### config.mk
export PLATFORM = sky130hd
export DESIGN_NAME = ex_mem_pipe_flat
export DESIGN_NICKNAME = d
export VERILOG_FILES = /design/src/rtl/ex_mem_pipe_if.sv /design/src/rtl/ex_mem_pipe.sv /design/src/flat_wrapper.sv
export SDC_FILE = /design/constraint.sdc
export NUM_CORES = 1
export LEC_CHECK = 0
export ABC_AREA = 1
export CAP_MARGIN = 20
export CORE_MARGIN = 2
export CORE_UTILIZATION = 41
export DETAILED_ROUTE_END_ITERATION = 6
export PLACE_DENSITY = 0.85
export SYNTH_ARGS = -nofsm -noshare
export SYNTH_HDL_FRONTEND = slang
export SYNTH_SLANG_ARGS = --single-unit
### constraint.sdc
create_clock -name clk_i -period 1.6 [get_ports clk_i]
set_input_delay 0.24 -clock clk_i [delete_from_list [all_inputs] [get_ports clk_i]]
set_output_delay 0.24 -clock clk_i [all_outputs]
set_load 0.03 [all_outputs]
### src/rtl/ex_mem_pipe_if.sv
// EX/MEM handshake bundle: EX-side beat input, MEM-side beat output, flush and occupancy.
// The master side drives the EX beat, flush and out_ready_i; the slave side is the pipe stage.
interface ex_mem_pipe_if #(
    parameter int unsigned DATA_W  = 32,
    parameter int unsigned RADDR_W = 5
);
    logic               in_valid_i;
    logic               in_ready_o;
    logic [DATA_W-1:0]  alu_out_i;
    logic [DATA_W-1:0]  store_data_i;
    logic [RADDR_W-1:0] rd_addr_i;
    logic               mem_rd_i;
    logic               mem_wr_i;
    logic               mem_to_reg_i;
    logic               reg_wr_i;
    logic               flush_i;
    logic               out_valid_o;
    logic               out_ready_i;
    logic [DATA_W-1:0]  alu_out_o;
    logic [DATA_W-1:0]  store_data_o;
    logic [RADDR_W-1:0] rd_addr_o;
    logic               mem_rd_o;
    logic               mem_wr_o;
    logic               mem_to_reg_o;
    logic               reg_wr_o;
    logic [1:0]         occupancy_o;

    modport master (
        output in_valid_i, alu_out_i, store_data_i, rd_addr_i,
               mem_rd_i, mem_wr_i, mem_to_reg_i, reg_wr_i, flush_i, out_ready_i,
        input  in_ready_o, out_valid_o, alu_out_o, store_data_o, rd_addr_o,
               mem_rd_o, mem_wr_o, mem_to_reg_o, reg_wr_o, occupancy_o
    );

    modport slave (
        input  in_valid_i, alu_out_i, store_data_i, rd_addr_i,
               mem_rd_i, mem_wr_i, mem_to_reg_i, reg_wr_i, flush_i, out_ready_i,
        output in_ready_o, out_valid_o, alu_out_o, store_data_o, rd_addr_o,
               mem_rd_o, mem_wr_o, mem_to_reg_o, reg_wr_o, occupancy_o
    );
endinterface

### src/rtl/ex_mem_pipe.sv
// EX/MEM pipeline stage with valid/ready handshake, flush and bubble-gated controls.
// Define EX_MEM_SKID_EN for a 2-entry skid buffer with a registered in_ready_o.
module ex_mem_pipe #(
    parameter int unsigned DATA_W  = 32,
    parameter int unsigned RADDR_W = 5
) (
    input  logic          clk_i,
    input  logic          rst_i,
    ex_mem_pipe_if.slave  bus
);
    typedef struct packed {
        logic [DATA_W-1:0]  alu_out;
        logic [DATA_W-1:0]  store_data;
        logic [RADDR_W-1:0] rd_addr;
        logic               mem_rd;
        logic               mem_wr;
        logic               mem_to_reg;
        logic               reg_wr;
    } beat_t;

    beat_t      in_beat;
    beat_t      head_q;
    beat_t      head_d;
    logic       head_valid_q;
    logic       head_valid_d;
    logic       in_ready;
    logic       accept;
    logic       deliver;
    logic [1:0] occ_q;
    logic [1:0] occ_d;

    always_comb begin
        in_beat            = '0;
        in_beat.alu_out    = bus.alu_out_i;
        in_beat.store_data = bus.store_data_i;
        in_beat.rd_addr    = bus.rd_addr_i;
        in_beat.mem_rd     = bus.mem_rd_i;
        in_beat.mem_wr     = bus.mem_wr_i;
        in_beat.mem_to_reg = bus.mem_to_reg_i;
        in_beat.reg_wr     = bus.reg_wr_i;
    end

    // Flush wins over accept; a delivery in the flush cycle still happens.
    assign accept  = bus.in_valid_i & in_ready & ~bus.flush_i;
    assign deliver = head_valid_q & bus.out_ready_i;

`ifdef EX_MEM_SKID_EN
    beat_t skid_q;
    beat_t skid_d;
    logic  skid_valid_q;
    logic  skid_valid_d;
    logic  ready_q;

    assign in_ready = ready_q;

    always_comb begin
        head_d       = head_q;
        head_valid_d = head_valid_q;
        skid_d       = skid_q;
        skid_valid_d = skid_valid_q;
        if (bus.flush_i) begin
            head_valid_d = 1'b0;
            skid_valid_d = 1'b0;
        end else if (deliver) begin
            // in_ready is low whenever skid is full, so skid refill never collides with accept
            if (skid_valid_q) begin
                head_d       = skid_q;
                skid_valid_d = 1'b0;
            end else if (accept) begin
                head_d = in_beat;
            end else begin
                head_valid_d = 1'b0;
            end
        end else if (accept) begin
            if (head_valid_q) begin
                skid_d       = in_beat;
                skid_valid_d = 1'b1;
            end else begin
                head_d       = in_beat;
                head_valid_d = 1'b1;
            end
        end
        if (!head_valid_d) begin
            {head_d.mem_rd, head_d.mem_wr, head_d.mem_to_reg, head_d.reg_wr} = 4'b0000;
        end
    end

    assign occ_d = {skid_valid_d, head_valid_d & ~skid_valid_d};

    always_ff @(posedge clk_i) begin
        if (rst_i) begin
            skid_q       <= '0;
            skid_valid_q <= 1'b0;
            ready_q      <= 1'b1;
        end else begin
            skid_q       <= skid_d;
            skid_valid_q <= skid_valid_d;
            ready_q      <= ~skid_valid_d;
        end
    end
`else
    assign in_ready = ~head_valid_q | bus.out_ready_i;

    always_comb begin
        head_d       = head_q;
        head_valid_d = head_valid_q;
        if (bus.flush_i) begin
            head_valid_d = 1'b0;
        end else if (accept) begin
            head_d       = in_beat;
            head_valid_d = 1'b1;
        end else if (deliver) begin
            head_valid_d = 1'b0;
        end
        if (!head_valid_d) begin
            {head_d.mem_rd, head_d.mem_wr, head_d.mem_to_reg, head_d.reg_wr} = 4'b0000;
        end
    end

    assign occ_d = {1'b0, head_valid_d};
`endif

    // Head register: controls are stored pre-gated so a bubble never carries a write.
    always_ff @(posedge clk_i) begin
        if (rst_i) begin
            head_q       <= '0;
            head_valid_q <= 1'b0;
            occ_q        <= 2'b00;
        end else begin
            head_q       <= head_d;
            head_valid_q <= head_valid_d;
            occ_q        <= occ_d;
        end
    end

    assign bus.in_ready_o   = in_ready;
    assign bus.out_valid_o  = head_valid_q;
    assign bus.alu_out_o    = head_q.alu_out;
    assign bus.store_data_o = head_q.store_data;
    assign bus.rd_addr_o    = head_q.rd_addr;
    assign bus.mem_rd_o     = head_q.mem_rd;
    assign bus.mem_wr_o     = head_q.mem_wr;
    assign bus.mem_to_reg_o = head_q.mem_to_reg;
    assign bus.reg_wr_o     = head_q.reg_wr;
    assign bus.occupancy_o  = occ_q;
endmodule

### src/flat_wrapper.sv
// flat-port wrapper written by rule: the top's interface ports become plain ports
module ex_mem_pipe_flat 
#(
    parameter int unsigned DATA_W  = 32,
    parameter int unsigned RADDR_W = 5
)
  (clk_i, rst_i, bus_in_valid_i, bus_alu_out_i, bus_store_data_i, bus_rd_addr_i, bus_mem_rd_i, bus_mem_wr_i, bus_mem_to_reg_i, bus_reg_wr_i, bus_flush_i, bus_out_ready_i, bus_in_ready_o, bus_out_valid_o, bus_alu_out_o, bus_store_data_o, bus_rd_addr_o, bus_mem_rd_o, bus_mem_wr_o, bus_mem_to_reg_o, bus_reg_wr_o, bus_occupancy_o);
  ex_mem_pipe_if #(.DATA_W(DATA_W), .RADDR_W(RADDR_W)) bus_i ();
  input  logic clk_i;
  input  logic rst_i;
  input wire logic [$bits(bus_i.in_valid_i)-1:0] bus_in_valid_i;
  input wire logic [$bits(bus_i.alu_out_i)-1:0] bus_alu_out_i;
  input wire logic [$bits(bus_i.store_data_i)-1:0] bus_store_data_i;
  input wire logic [$bits(bus_i.rd_addr_i)-1:0] bus_rd_addr_i;
  input wire logic [$bits(bus_i.mem_rd_i)-1:0] bus_mem_rd_i;
  input wire logic [$bits(bus_i.mem_wr_i)-1:0] bus_mem_wr_i;
  input wire logic [$bits(bus_i.mem_to_reg_i)-1:0] bus_mem_to_reg_i;
  input wire logic [$bits(bus_i.reg_wr_i)-1:0] bus_reg_wr_i;
  input wire logic [$bits(bus_i.flush_i)-1:0] bus_flush_i;
  input wire logic [$bits(bus_i.out_ready_i)-1:0] bus_out_ready_i;
  output wire logic [$bits(bus_i.in_ready_o)-1:0] bus_in_ready_o;
  output wire logic [$bits(bus_i.out_valid_o)-1:0] bus_out_valid_o;
  output wire logic [$bits(bus_i.alu_out_o)-1:0] bus_alu_out_o;
  output wire logic [$bits(bus_i.store_data_o)-1:0] bus_store_data_o;
  output wire logic [$bits(bus_i.rd_addr_o)-1:0] bus_rd_addr_o;
  output wire logic [$bits(bus_i.mem_rd_o)-1:0] bus_mem_rd_o;
  output wire logic [$bits(bus_i.mem_wr_o)-1:0] bus_mem_wr_o;
  output wire logic [$bits(bus_i.mem_to_reg_o)-1:0] bus_mem_to_reg_o;
  output wire logic [$bits(bus_i.reg_wr_o)-1:0] bus_reg_wr_o;
  output wire logic [$bits(bus_i.occupancy_o)-1:0] bus_occupancy_o;
  assign bus_i.in_valid_i = bus_in_valid_i;
  assign bus_i.alu_out_i = bus_alu_out_i;
  assign bus_i.store_data_i = bus_store_data_i;
  assign bus_i.rd_addr_i = bus_rd_addr_i;
  assign bus_i.mem_rd_i = bus_mem_rd_i;
  assign bus_i.mem_wr_i = bus_mem_wr_i;
  assign bus_i.mem_to_reg_i = bus_mem_to_reg_i;
  assign bus_i.reg_wr_i = bus_reg_wr_i;
  assign bus_i.flush_i = bus_flush_i;
  assign bus_i.out_ready_i = bus_out_ready_i;
  assign bus_in_ready_o = bus_i.in_ready_o;
  assign bus_out_valid_o = bus_i.out_valid_o;
  assign bus_alu_out_o = bus_i.alu_out_o;
  assign bus_store_data_o = bus_i.store_data_o;
  assign bus_rd_addr_o = bus_i.rd_addr_o;
  assign bus_mem_rd_o = bus_i.mem_rd_o;
  assign bus_mem_wr_o = bus_i.mem_wr_o;
  assign bus_mem_to_reg_o = bus_i.mem_to_reg_o;
  assign bus_reg_wr_o = bus_i.reg_wr_o;
  assign bus_occupancy_o = bus_i.occupancy_o;
  ex_mem_pipe #(.DATA_W(DATA_W), .RADDR_W(RADDR_W)) u_core (.clk_i(clk_i), .rst_i(rst_i), .bus(bus_i));
endmodule
* Yosys cells after proc, flatten, opt, wreduce, memory -nomap -nowiden
Index checks and enable logic that the tools add are counted.
** Word-level totals
- Bits in registers :: 75
- Input port bits :: 78
- Word-level logic and storage cells :: 21
** Cells by class
- Multiplexer cells :: 3
- Bitwise operators :: 7
- Reductions and logical operators :: 2
** Operators with widths (number)
- AND 1 bit :: 3
- two-way mux 1 bit :: 3
- NOT 1 bit :: 3
- AND reduction 2 bit :: 1
- OR reduction 2 bit :: 1
- OR 1 bit :: 1

* Logic depth before layout (Yosys ltp)
- Depth in word-level cells :: 8
- Mapped depth :: 6
- Gate-level depth less buffers :: 5

* Least setup slack after synthesis
Ideal clock, no wire load.
- Path type :: flip-flop to flip-flop
- Start point :: reg u_core.head_valid_q, in the netlist u_core.bus.out_valid_o
- End point :: reg u_core.head_q, in the netlist u_core.bus.alu_out_o[0]
- Data arrival time :: 1.077 ns
- Path slack :: 0.391 ns
- Cell stages (with the launch flop) :: 6
- Buffers on the path :: 2
- Period minus slack after synthesis :: 1.209 ns
- Path through :: dfxtp_1 > nand2_2 > buf_6 > buf_2 > nand3_1 > a21oi_1
** Between the ends
- Word-level cells in the longest chain between the ends :: 5
** Ends and longest elaborated chain
- start: declaration :: line ex_mem_pipe.sv:24 : logic head_valid_q;
- start signal: assignment :: line ex_mem_pipe.sv:131 : head_valid_q <= head_valid_d;
- NOT 1 bit :: line ex_mem_pipe.sv:102 : assign in_ready = ~head_valid_q | bus.out_ready_i;
- OR 1 bit :: line ex_mem_pipe.sv:102
- AND 1 bit (2 in a row) :: line ex_mem_pipe.sv:44 : assign accept = bus.in_valid_i & in_ready & ~bus.flush_i;
- AND reduction 2 bit (no line)
- end signal: assignment :: line ex_mem_pipe.sv:126 : head_q <= '0;
- end signal: assignment :: line ex_mem_pipe.sv:130 : head_q <= head_d;
- end: declaration :: line ex_mem_pipe.sv:22 : beat_t head_q;
No other way between the ends.
A chain may end at the register's enable or synchronous reset.

* Worst setup path after layout
- Start point :: reg u_core.head_q, in the netlist u_core.bus.rd_addr_o[3]
- End point :: out bus_rd_addr_o[3]
** RTL lines
- end: declaration :: line flat_wrapper.sv:25 : output wire logic [$bits(bus_i.rd_addr_o)-1:0] bus_rd_addr_o;
No word-level cell between the ends.

==> metrics.md <==
| Metric | Value |
|---|---|
| Sequential cell area | 1480 µm² |
| Critical path type | flip-flop to output pin |
| Number of synthesis warnings | 0 |
| Post-synthesis average cell area | 8.19 µm² |
| Antenna diode count | 0 |
| Die boundary width | 85.9 µm |
| Synthesized-area fraction occupied by xor and xnor cells | 0% |
| Seq cells post-synth | 74 |
| Adder-Cell Fraction of Synth Area | 0% |
| Reg2reg start | u_core.bus.out_valid_o |
| Final hold vios | 0 |
| CTS clk-pin slew, worst paths | 0.07 ns |
| Launch point of the critical path | u_core.bus.rd_addr_o[3] |
| Final ANT Viol Nets | 0 |
| Arrival time at the worst endpoint | 1.32 ns |
| Root buffer cell | clkbuf_8 |
| Reg-to-reg setup timing slack | 0.40 ns |
| Multiplexer share of the synthesized area | 0% |
| Share of the synthesized area in compound gates (AO/OA/AOI/OAI) | 13.3% |
| DRC violation count after routing | 0 |
| Busiest grt layer | met2 |
| Die area | 7380 µm² |
| Final critical-path share of the clock period | 97.4% |
| Final #Nets | 556 |
| Via-per-instance ratio | 5.11 |
| Drt total wl | 8020 µm |
| FF-to-FF path depth | 5 |
| Clock buffers created by TritonCTS | 9 |
| Sinks on Clock Net | 74 |
| Capture point of the worst reg-to-reg path | u_core.bus.alu_out_o[20] |
| Commonest non-fill, non-tap cells in the layout | 77 x clkdlybuf4s50_1, 75 x nand2_1, 74 x dfxtp_1 |
| Critical Path, Cell by Cell | clkdlybuf4s50_1 |
| Max stage delay cell, worst path | clkdlybuf4s50_1 |
| Required time at the worst-slack endpoint | 1.36 ns |
| Die boundary height | 85.9 µm |
| Delay contributed by the slowest stage of the critical path | 0.67 ns |
| Count of routing violations after the opening detailed-route iteration | 110 |
| Overflow left after global routing | 0 |
| Combined area of all synthesized cells | 2750 µm² |
| Final clock skew | 0.00673 ns |
| Longest Clk Path Bufs | 2 |
| Core area | 6420 µm² |
| H-tree depth | 3 |
| Final period demand of the worst path | 1.56 ns |
| P per Cell Area | 884 nW/µm² |
| Number of unique standard cell types used by synthesis | 13 |
| CTS tree | yes |
| Half-perimeter wire length after detailed placement | 5620 µm |
| Count of pins on the block boundary | 155 |
| Most common cell after layout, fill and taps aside | clkdlybuf4s50_1 |
| Crit path capture type | output pin |
| Vias in the first global route | 2777 |
| Total routing resource utilization after global routing | 21.2% |
| Maximum fanout count along the critical path | 2 |
| Routed vias | 2856 |
| 1st-pass router iterations | 4 |
| Slew Limit Fails | 0 |
| Number of antenna violations at the first check in global routing | 0 |
| Worst Setup EP | bus_rd_addr_o[3] |
| Kind of path behind the tightest hold check | input port to flip-flop |
| Accumulated negative setup slack | 0 ns |
| Dominant combinational cell family by area after synthesis | simple AND/OR/NAND/NOR gates |
| Total of max-cap violations | 0 |
| Met1 layer usage reported by global route | 24.1% |
| Critical path's top delay family | buffers and inverters |
| Leak | 2.59 nW |
| Pin count of the biggest net entering global routing | 52 |
| Number of nets produced by synthesis | 414 |
| Gpl congestion | 0.757 |
| F_max | 642 MHz |
| Share of the yosys chip area belonging to registers | 53.8% |
| Area Growth Syn to Fin | 67.3% |
| Type of element launching the critical path | flip-flop |
| Number of hold-repair buffers added at the cts stage | 0 |
| Number of buffers inserted by port buffering | 153 |
| Wire length of the first global-routing pass | 12600 µm |
| Average routed wire per standard cell | 14.3 µm |
| Met3 demand-to-capacity share in global routing | 6.83% |
| Final Instance Area | 4600 µm² |
| Simple logic cell fraction of the synthesized area | 24.3% |
| Finish-stage setup viols | 0 |
| Total area of multi-input combinational cells | 1040 µm² |
| Fraction of layout cells with a size suffix above 1 | 6.43% |
| Worst path buffer plus inverter count | 1 |
| Setup repair after global routing missed its margin | false |
| Post-CTS setup buffer count | 0 |
| Outcome | completed |
| Floorplan row count | 29 |
| Cell area reported after detailed placement | 4310 µm² |
| Gate Count Post-Synth | 336 |
| Worst vdd ir | 0.517 mV |
| Critical path depth in cells | 1 |
| Number of filler instances in the final layout | 486 |
| Initial core utilization | 42.8% |
| Global-route met2 utilization | 36.2% |
| Clock latency of the later-clocked register in the worst-skew pair | 0.33 ns |
[state kept, by name, indices dropped and copies added, names as in the netlist]
| signal | count |
|---|---|
| u_core.bus.mem_wr_o | 1 |
| u_core.bus.mem_to_reg_o | 1 |
| u_core.bus.out_valid_o | 1 |
| u_core.bus.mem_rd_o | 1 |
| u_core.bus.rd_addr_o | 5 |
| u_core.bus.reg_wr_o | 1 |
| u_core.bus.alu_out_o | 32 |
| u_core.bus.store_data_o | 32 |
[kinds of logic (layout without fill, tap and decap cells)]
logic type	Yosys count	after routing
compound gates	73	73
buf+inv	36	182
flops	74	74
other cells	1	1
simple gates	152	152
[cell type report]
class / count / area share, %
timing repair buffer: 164 / 38.7
sequential: 74 / 32.2
multi-input combinational: 226 / 22.7
clock buffer: 13 / 3.89
tap: 77 / 2.09
inverter: 3 / 0.245
clock inverter: 2 / 0.218
[per-layer routing]
metal	wire length, µm	share of wire, %
met2	3980	50
met1	3190	40
met5	0	0
met3	667	8.3
met4	179	2.2
[cell usage after synthesis]
cell type,count,area share (%)
nand2_1,75,10
dfxtp_1,74,54
a21oi_1,73,13
nand3_1,73,13
buf_2,17,3.1
buf_6,9,3.7
clkbuf_1,5,0.68
inv_1,3,0.41
buf_4,2,0.55
nand2_2,2,0.45
conb_1,1,0.14
nor2_1,1,0.14
nor2_2,1,0.23
[stage by stage]
step           total power, mW  cells  setup WS, ns  util (%)  hold slack [ns]
2_1_floorplan             2.39    336         0.391         -            0.405
3_3_place_gp              2.78    544        0.0746      67.2            0.447
3_5_place_dp              2.80    544        0.0376      67.2            0.451
4_1_cts                   4.11    559      0.000779      69.7            0.307
5_1_grt                   4.25    559      0.000130      71.7            0.327
6_report                  4.07    559        0.0418      71.7            0.309
[what timing repair did]
action	in CTS	in global routing
endpoints found under the setup margin	23	51
gates cloned	0	0
resized for setup	23	51
[report_power, final]
part | switching (mW) | internal, mW | total, mW | leakage, nW
Combinational | 0.398 | 0.364 | 0.762 | 1.89
Sequential | 0.0393 | 1.92 | 1.96 | 0.604
Clock | 0.624 | 0.720 | 1.34 | 0.101
Total | 1.06 | 3.01 | 4.07 | 2.59
[worst min-delay path by stage]
stage | cells past startpoint | startpoint | slack [ns] | to
floorplan | 2 | bus_alu_out_i[0] | 0.40 | u_core.bus.alu_out_o[0]
global placement | 2 | u_core.bus.store_data_o[26] | 0.45 | u_core.bus.store_data_o[26]
detailed placement | 2 | u_core.bus.store_data_o[21] | 0.45 | u_core.bus.store_data_o[21]
CTS | 4 | rst_i | 0.31 | u_core.bus.reg_wr_o
global route | 4 | rst_i | 0.33 | u_core.bus.reg_wr_o
finish | 4 | rst_i | 0.31 | u_core.bus.mem_wr_o
Note: power is estimated with default switching activity, not from simulation.
